[config.mk]
export PLATFORM = sky130hd
export DESIGN_NAME = alu_pipe
export DESIGN_NICKNAME = d
export VERILOG_FILES = /design/src/rtl/alu_pipe.sv
export SDC_FILE = /design/constraint.sdc
export NUM_CORES = 1
export LEC_CHECK = 0
export BUFFER_PORTS_ARGS = -buffer_cell sky130_fd_sc_hd__buf_2
export CAP_MARGIN = 40
export CORE_ASPECT_RATIO = 1.1
export CORE_MARGIN = 5
export CORE_UTILIZATION = 63
export CTS_BUF_LIST = sky130_fd_sc_hd__clkbuf_4 sky130_fd_sc_hd__clkbuf_8
export DETAILED_ROUTE_END_ITERATION = 10
export GPL_TIMING_DRIVEN = 0
export PLACE_DENSITY_LB_ADDON = 0.25
export RECOVER_POWER = 25
export SLEW_MARGIN = 40
export SYNTH_ARGS = -nofsm -noshare
export SYNTH_HDL_FRONTEND = slang
export SYNTH_SLANG_ARGS = --single-unit
export TNS_END_PERCENT = 1
[constraint.sdc]
create_clock -name clk -period 3.33 [get_ports clk]
set_clock_uncertainty 0.1 [all_clocks]
set_input_delay 0.666 -clock clk [delete_from_list [all_inputs] [get_ports clk]]
set_output_delay 0.666 -clock clk [all_outputs]
set_load 0.02 [all_outputs]
[src/rtl/alu_pipe.sv]
// Pipelined WIDTH-bit ALU with valid/ready handshakes, a stored carry for ADC chains
// and an iterative shift-add multiplier; one operation in flight, all outputs registered.
module alu_pipe #(
    parameter int WIDTH = 8
) (
    input  logic             clk,
    input  logic             rst_n,
    input  logic             in_valid,
    output logic             in_ready,
    input  logic [WIDTH-1:0] a,
    input  logic [WIDTH-1:0] b,
    input  logic [2:0]       op,
    output logic             out_valid,
    input  logic             out_ready,
    output logic [WIDTH-1:0] result,
    output logic             cout,
    output logic             zero,
    output logic             neg,
    output logic             ovf,
    output logic             err,
    output logic             busy
);

    localparam logic [2:0] OP_ADD = 3'b000;
    localparam logic [2:0] OP_SUB = 3'b001;
    localparam logic [2:0] OP_AND = 3'b010;
    localparam logic [2:0] OP_OR  = 3'b011;
    localparam logic [2:0] OP_XOR = 3'b100;
    localparam logic [2:0] OP_ADC = 3'b101;
    localparam logic [2:0] OP_MUL = 3'b110;

    localparam int MSB = WIDTH - 1;
    localparam int CW  = (WIDTH > 2) ? $clog2(WIDTH) : 1;
    localparam logic [CW-1:0] CNT_LAST = CW'(WIDTH - 1);

    typedef enum logic [1:0] {
        ST_IDLE = 2'b00,
        ST_MUL  = 2'b01,
        ST_HOLD = 2'b10
    } state_t;

    state_t               state_r;
    logic                 carry_r;
    logic                 out_valid_r;
    logic [WIDTH-1:0]     result_r;
    logic                 cout_r;
    logic                 zero_r;
    logic                 neg_r;
    logic                 ovf_r;
    logic                 err_r;

    logic [2*WIDTH-1:0]   mcand_r;
    logic [WIDTH-1:0]     mplier_r;
    logic [2*WIDTH-1:0]   acc_r;
    logic [CW-1:0]        cnt_r;

    logic                 accept_s;
    logic                 carry_in_s;
    logic [WIDTH:0]       add_s;
    logic [WIDTH:0]       sub_s;
    logic [WIDTH-1:0]     alu_res_s;
    logic                 alu_cout_s;
    logic                 alu_ovf_s;
    logic                 alu_err_s;
    logic                 carry_upd_s;
    logic [2*WIDTH-1:0]   product_s;

    assign in_ready  = (state_r == ST_IDLE) && (!out_valid_r || out_ready);
    assign accept_s  = in_valid && in_ready;
    assign busy      = (state_r != ST_IDLE);
    assign out_valid = out_valid_r;
    assign result    = result_r;
    assign cout      = cout_r;
    assign zero      = zero_r;
    assign neg       = neg_r;
    assign ovf       = ovf_r;
    assign err       = err_r;

    // Partial product including the current multiplier bit; on the last step this is the full product.
    assign product_s = acc_r + (mplier_r[0] ? mcand_r : {(2*WIDTH){1'b0}});

    // Single-cycle ALU evaluation of the presented operands.
    always_comb begin
        carry_in_s  = (op == OP_ADC) ? carry_r : 1'b0;
        add_s       = {1'b0, a} + {1'b0, b} + {{WIDTH{1'b0}}, carry_in_s};
        sub_s       = {1'b0, a} - {1'b0, b};
        alu_res_s   = {WIDTH{1'b0}};
        alu_cout_s  = 1'b0;
        alu_ovf_s   = 1'b0;
        alu_err_s   = 1'b0;
        carry_upd_s = 1'b0;
        case (op)
            OP_ADD, OP_ADC: begin
                alu_res_s   = add_s[WIDTH-1:0];
                alu_cout_s  = add_s[WIDTH];
                alu_ovf_s   = (a[MSB] == b[MSB]) && (add_s[MSB] != a[MSB]);
                carry_upd_s = 1'b1;
            end
            OP_SUB: begin
                alu_res_s   = sub_s[WIDTH-1:0];
                alu_cout_s  = sub_s[WIDTH];
                alu_ovf_s   = (a[MSB] != b[MSB]) && (sub_s[MSB] != a[MSB]);
                carry_upd_s = 1'b1;
            end
            OP_AND:  alu_res_s = a & b;
            OP_OR:   alu_res_s = a | b;
            OP_XOR:  alu_res_s = a ^ b;
            OP_MUL:  alu_res_s = {WIDTH{1'b0}};
            default: alu_err_s = 1'b1;
        endcase
    end

    // Control FSM together with the output/flag registers and the stored carry.
    always_ff @(posedge clk or negedge rst_n) begin
        if (!rst_n) begin
            state_r     <= ST_IDLE;
            carry_r     <= 1'b0;
            out_valid_r <= 1'b0;
            result_r    <= {WIDTH{1'b0}};
            cout_r      <= 1'b0;
            zero_r      <= 1'b0;
            neg_r       <= 1'b0;
            ovf_r       <= 1'b0;
            err_r       <= 1'b0;
        end else begin
            case (state_r)
                ST_IDLE: begin
                    if (accept_s && (op == OP_MUL)) begin
                        state_r     <= ST_MUL;
                        out_valid_r <= 1'b0;
                    end else if (accept_s) begin
                        out_valid_r <= 1'b1;
                        result_r    <= alu_res_s;
                        cout_r      <= alu_cout_s;
                        zero_r      <= (alu_res_s == {WIDTH{1'b0}}) || alu_err_s;
                        neg_r       <= alu_res_s[MSB];
                        ovf_r       <= alu_ovf_s;
                        err_r       <= alu_err_s;
                        if (carry_upd_s) begin
                            carry_r <= alu_cout_s;
                        end
                    end else if (out_valid_r && out_ready) begin
                        out_valid_r <= 1'b0;
                    end
                end
                ST_MUL: begin
                    if (cnt_r == CNT_LAST) begin
                        state_r     <= ST_HOLD;
                        out_valid_r <= 1'b1;
                        result_r    <= product_s[WIDTH-1:0];
                        cout_r      <= |product_s[2*WIDTH-1:WIDTH];
                        zero_r      <= (product_s[WIDTH-1:0] == {WIDTH{1'b0}});
                        neg_r       <= product_s[MSB];
                        ovf_r       <= 1'b0;
                        err_r       <= 1'b0;
                    end
                end
                ST_HOLD: begin
                    if (out_ready) begin
                        state_r     <= ST_IDLE;
                        out_valid_r <= 1'b0;
                    end
                end
                default: begin
                    state_r     <= ST_IDLE;
                    out_valid_r <= 1'b0;
                end
            endcase
        end
    end

    // Shift-add multiplier datapath: one multiplier bit consumed per cycle.
    always_ff @(posedge clk or negedge rst_n) begin
        if (!rst_n) begin
            mcand_r  <= {(2*WIDTH){1'b0}};
            mplier_r <= {WIDTH{1'b0}};
            acc_r    <= {(2*WIDTH){1'b0}};
            cnt_r    <= {CW{1'b0}};
        end else if (accept_s && (op == OP_MUL)) begin
            mcand_r  <= {{WIDTH{1'b0}}, a};
            mplier_r <= b;
            acc_r    <= {(2*WIDTH){1'b0}};
            cnt_r    <= {CW{1'b0}};
        end else if (state_r == ST_MUL) begin
            acc_r    <= product_s;
            mcand_r  <= mcand_r << 1;
            mplier_r <= mplier_r >> 1;
            cnt_r    <= cnt_r + CW'(1);
        end
    end

endmodule

# Yosys cells after proc, flatten, opt, wreduce, memory -nomap -nowiden
# Index checks and enable logic that the tools add are counted.
totals:
  register_bits: 60
  in_bits: 23
  output_inout_bits: 16
  word_cells: 113
classes:
  add_sub_neg: 5
  n_eq_ne: 19
  n_mux: 48
  bitwise_logic: 4
  reduce_logical: 24
op_table:
  columns: ["operator", "n"]
  rows:
  - ["16-bit 2-to-1 mux", 5]
  - ["8-bit 2-to-1 mux", 5]
  - ["8-bit one-hot mux with 5 select lines", 1]
  - ["1-bit 2-to-1 mux", 22]
  - ["16-bit adder", 1]
  - ["8-bit zero test", 2]
  - ["8-bit one-hot mux with 2 select lines", 1]
  - ["1-bit one-hot mux with 2 select lines", 7]
  - ["3-bit equality test (second input constant)", 4]
  - ["8-bit by 8-bit adder with 9-bit output", 1]
  - ["9-bit by 1-bit adder with 9-bit output", 1]
  - ["8-bit by 8-bit subtractor with 9-bit output", 1]
  - ["8-bit AND", 1]
  - ["2-bit inequality test (second input constant)", 4]
  - ["8-bit bitwise OR", 1]
  - ["4-bit AND reduction", 2]
  - ["8-bit OR reduction", 1]
  - ["8-bit bitwise XOR", 1]
  - ["7-bit OR reduction", 1]
  - ["3-bit by 2-bit equality test with 1-bit output (second input constant)", 2]
  - ["1-bit logical AND", 6]
  - ["2-bit 2-to-1 mux", 3]
  - ["3-bit 2-to-1 mux", 2]
  - ["2-bit one-hot mux with 3 select lines", 1]
  - ["18 further kinds", 24]

# Longest topological paths before layout
logic_depth:
  depth_word: 9
  depth_mapped: 14
  depth_no_buf: 12

# Worst setup path before layout
# Ideal clock, no wire load.
synth_path:
  path_type: "in2reg"
  startpoint: "in op[0]"
  endpoint: "reg result_r[6] (netlist: result[6])"
  setup_ns: 0.118
  t_arrival_ns: 3.157
  required_time_ns: 3.112
  path_slack_ns: -0.046
  path_stages: 14
  path_buffers: 3
  path_cell_list: "buf_2 > buf_2 > buf_1 > nand3_1 > fa_1 > inv_1 > fa_1 > a21o_1 > a21oi_1 > o21ai_0 > a221oi_1 > a211oi_1 > a211oi_1 > a21o_1"
synth_via:
  elab_chain_cells: 7
  word_cells_on_any_way: 17
  classes_between: "1 x add/sub; 7 x eq/ne; 5 x mux; 4 x reduce/logical"
synth_rtl:
  columns: ["element", "line", "rtl"]
  rows:
  - ["from (decl)", "12", "input logic [2:0] op,"]
  - ["3-bit equality test", "84, 92", null]
  - ["1-bit 2-to-1 mux", "84", "carry_in_s = (op == OP_ADC) ? carry_r : 1'b0;"]
  - ["9-bit by 1-bit adder with 9-bit output", "85", "add_s = {1'b0, a} + {1'b0, b} + {{WIDTH{1'b0}}, carry_in_s};"]
  - ["8-bit one-hot mux with 5 select lines", "92", "case (op)"]
  - ["8-bit 2-to-1 mux", "131", "end else if (accept_s) begin"]
  - ["8-bit 2-to-1 mux", "128", "if (accept_s && (op == OP_MUL)) begin"]
  - ["8-bit one-hot mux with 2 select lines", "126", "case (state_r)"]
  - ["to (signal assigned)", "119", "result_r <= {WIDTH{1'b0}};"]
  - ["to (signal assigned)", "133", "result_r <= alu_res_s;"]
  - ["to (signal assigned)", "150", "result_r <= product_s[WIDTH-1:0];"]
  - ["to (decl)", "45", "logic [WIDTH-1:0] result_r;"]
# Several ways; a longest one is shown, not always the timed one. The select of a mux whose other input is x is not followed.
# A chain may end at the register's enable or synchronous reset.

# Worst setup path after layout
layout_path:
  startpoint: "reg mplier_r[0]"
  endpoint: "reg cout_r (netlist: cout)"
layout_via:
  elab_chain_cells: 5
layout_rtl:
  columns: ["element", "line", "rtl"]
  rows:
  - ["from (decl)", "53", "logic [WIDTH-1:0] mplier_r;"]
  - ["from (signal assigned)", "176", "mplier_r <= {WIDTH{1'b0}};"]
  - ["from (signal assigned)", "187", "mplier_r <= mplier_r >> 1;"]
  - ["16-bit 2-to-1 mux", "80", "assign product_s = acc_r + (mplier_r[0] ? mcand_r : {(2*WIDTH){1'b0}});"]
  - ["16-bit adder", "80", null]
  - ["8-bit OR reduction", "151", "cout_r <= |product_s[2*WIDTH-1:WIDTH];"]
  - ["1-bit 2-to-1 mux", "147", "if (cnt_r == CNT_LAST) begin"]
  - ["1-bit one-hot mux with 2 select lines", "126", null]
  - ["to (signal assigned)", "134", "cout_r <= alu_cout_s;"]
  - ["to (signal assigned)", "151", null]
  - ["to (decl)", "46", "logic cout_r;"]
# Every way passes these cells. The select of a mux whose other input is x is not followed.

==> flow_summary.ini <==
[timing]
layout_setup_ws_ps = 170
final.setup.tns_ps = 0
hold-worst-slack_ps = 384
timing.final.max_slew_violations = 0
worstMarginPinSlew_ps = 1450
fmax_ghz = 0.316
timing.final.hold_violations = 0
fin_crit_sh_pct = 94.9
final.min_clock_period_ps = 3160
rsz0062_at_grt = false
finalSetupViolCount = 0
max_slew_margin_pct = 3.47

[placed_design]
detailed_placer_s_ending_hpwl_mm = 9.89
place.detailed.instances = 695
placement.setup.worst_slack_ps = -737
instance_area_after_placement_sq_um = 5050
gp_routability_congestion = 0.994
buffers_added_on_ports = 37

[route]
wl_per_cell_microns = 18.3
detail_route.first_pass.iterations = 5
drt_iter0_markers = 472
route.detailed.drc = 0
drt-vias-per-instance = 6.41
postRouteAntennaNets = 0
wl_mm = 12.9
total_via_count_after_detailed_routing = 4536

[hold_path]
min_path_type = reg -> reg

[global_route]
global_route.overflow_total = 0
grt_pass1_vias = 4391
antenna_found_initial = 0
global_route.usage.total_pct = 29.2
grt_pass1_wl_mm = 21.7
grt_start_max_net_pins = 60

[die]
floorplan.initialDensity_pct = 64.3
die_w_microns = 92.8
rows = 33
core_area_sq_um = 7390
top_level_ports = 39
die_h_microns = 101
die_area_sq_um = 9380

[logic_synthesis]
synth_edf_count = 0
synth_area_per_cell_sq_um = 8.32
synth.yosys.warnings = 0
netlist_area_sq_um = 4750
synth.yosys.seq_area_share_pct = 31.1
yosys_register_bits = 59
synth_cell_type_count = 76
async_reset_ff_share_pct = 100
ys_dominant_reg_cell = dfrtp_1
syn_inst = 571
postSynthNetCount = 640

[worst_setup_path]
endpoint_kind = register
timing.critical_path.fanout_max = 10
cpMostUsedCell = a211oi_2
cp_cell_sequence = clkbuf_2, and2_1, ha_1, fa_2, a211oi_2, o21ai_1, a21o_1, a211oi_2, o2111ai_1, nor4_2, a31oi_1
startpoint_type = register
worstSetupPathType = reg -> reg
slowest_delay_ps = 450
timing.critical_path.slowest_stage_cell = dfrtp_2
timing.critical_path.arrival_ps = 3290
worst-endpoint-required_ps = 3460

[pwr]
p_leak_nw = 2.50
design_power_total_mw = 3.63
power.ir.vdd_worst_mv = 0.499
pwr_density_cell_nw_per_um2 = 687

[cts]
clock_sinks = 59
clk-insertion-delay-late_ps = 350
root_buffer = clkbuf_8
cts-hold-fix-buffers = 0
cts.reportedPaths.clkPinSlew_ps = 80
post-cts-setup-buffers = 0
cts_inserted_buffers = 9
ctsHtreeMaxLevel = 3
max_buffers_root_to_sink = 2
cts_tree = built

[cells_and_area]
layout.area.seq_sq_um = 1480
design.final.nets = 685
finish.cell_count_without_fillers = 708
multi_input_area_sq_um = 3060
post_route_cells_drive_above_1_share_pct = 15.1
final_area_sq_um = 5280
diodes = 0
syn_to_final_growth_pct = 11.2
fillerInstances = 574
finalCoreUtilization_pct = 71.5

[job]
maxCapViolCount = 0

[outcome]
status = finished clean
[cells by family after synthesis]
group / Yosys count / synth area share (%)
and+or+nand+nor: 207 / 20.6
muxes: 5 / 1.05
adders and majority gates: 46 / 12.7
AOI/OAI and AO/OA: 177 / 25.9
xor gates and xnor gates: 19 / 3.50
DFF: 59 / 31.1
buffers and inverters: 58 / 5.21
[state kept, by name, indices dropped and copies added (netlist names)]
name / cells
acc_r: 16
carry_r: 1
cnt_r: 3
cout: 1
err: 1
mcand_r: 16
mplier_r: 8
out_valid: 1
ovf: 1
result: 8
state_r: 2
zero: 1
[worst max-delay path: cells and delay by family (launching register included)]
family | cells | cell delay [ps]
buffers and inverters | 1 | 190
adders and majority gates | 2 | 620
AOI/OAI and AO/OA | 6 | 1220
and+or+nand+nor | 2 | 440
DFF | 1 | 450
[cells in the final DEF, fill, tap and decap left out, types with 4 or more instances in the layout]
master,n
nand2_1,101
dfrtp_1,58
ha_1,42
o21ai_0,40
buf_2,39
inv_1,29
nor2_1,29
a21oi_1,27
nor3_1,16
and2_1,15
clkbuf_1,14
a211oi_1,12
xor2_1,12
a22oi_1,12
o22ai_1,10
clkbuf_8,10
a21o_1,9
nor2b_1,8
o211ai_1,8
nand2b_1,8
a31oi_1,8
xnor2_1,7
o21bai_1,5
mux2i_1,5
a211oi_2,4
buf_4,4
or3_1,4
[per-layer routing]
| layer | part of all wire, % | vias up | global-route usage [%] |
|---|---|---|---|
| li1 | - | 2123 | - |
| met3 | 8.2 | 26 | 5.45 |
| met5 | 0 | - | 0 |
| met2 | 48 | 232 | 46.8 |
| met4 | 2.2 | 0 | 9.81 |
| met1 | 42 | 2155 | 39.9 |
[worst paths after layout]
kind / end / slack, ps / cells after the start / startpoint
setup / recovery: cout$_DFFE_PN0P_ / 170 / 11 / mplier_r[0]$_DFFE_PN0P_
hold / removal: mplier_r[4]$_DFFE_PN0P_ / 380 / 2 / mplier_r[4]$_DFFE_PN0P_
setup reg to reg: cout$_DFFE_PN0P_ / 170 / 11 / mplier_r[0]$_DFFE_PN0P_
hold reg to reg: mplier_r[4]$_DFFE_PN0P_ / 380 / 2 / mplier_r[4]$_DFFE_PN0P_
max in group asynchronous: mplier_r[0]$_DFFE_PN0P_ / 1620 / 1 / rst_n
min in group asynchronous: result[0]$_DFFE_PN0P_ / 540 / 1 / rst_n
[synthesized netlist by cell type, drive strengths merged, types with 12 or more instances]
master	n	share of area, %
inv	29	2.3
a211oi	16	2.7
buf	12	1.6
ha	42	11
and2	15	2.0
o21ai	45	4.8
nor2	31	2.7
xor2	12	2.2
a22oi	12	1.9
dfrtp	59	31
a21oi	29	3.1
nand2	101	8.0
clkbuf	17	1.4
nor3	17	1.9
[what timing repair did]
item	4_1_cts	5_1_grt
gates resized for setup	5	7
endpoints found under the setup margin	4	6
pin swaps	0	2
[where the power goes]
part	internal [mW]	switching (mW)
clock	0.374	0.338
sequential	0.996	0.194
combinational	0.616	1.11
total	1.99	1.64
[layout make-up]
cell class	instances	area share, %
plain buffers	26	2.46
repair buffers	37	3.51
clock buffers	10	2.61
inverters	29	2.06
clock inverters	6	1.37
well taps	87	2.06
multi-input cells	454	58.0
flip-flops and latches	59	28.0
Note: power is estimated with default switching activity, not from simulation.
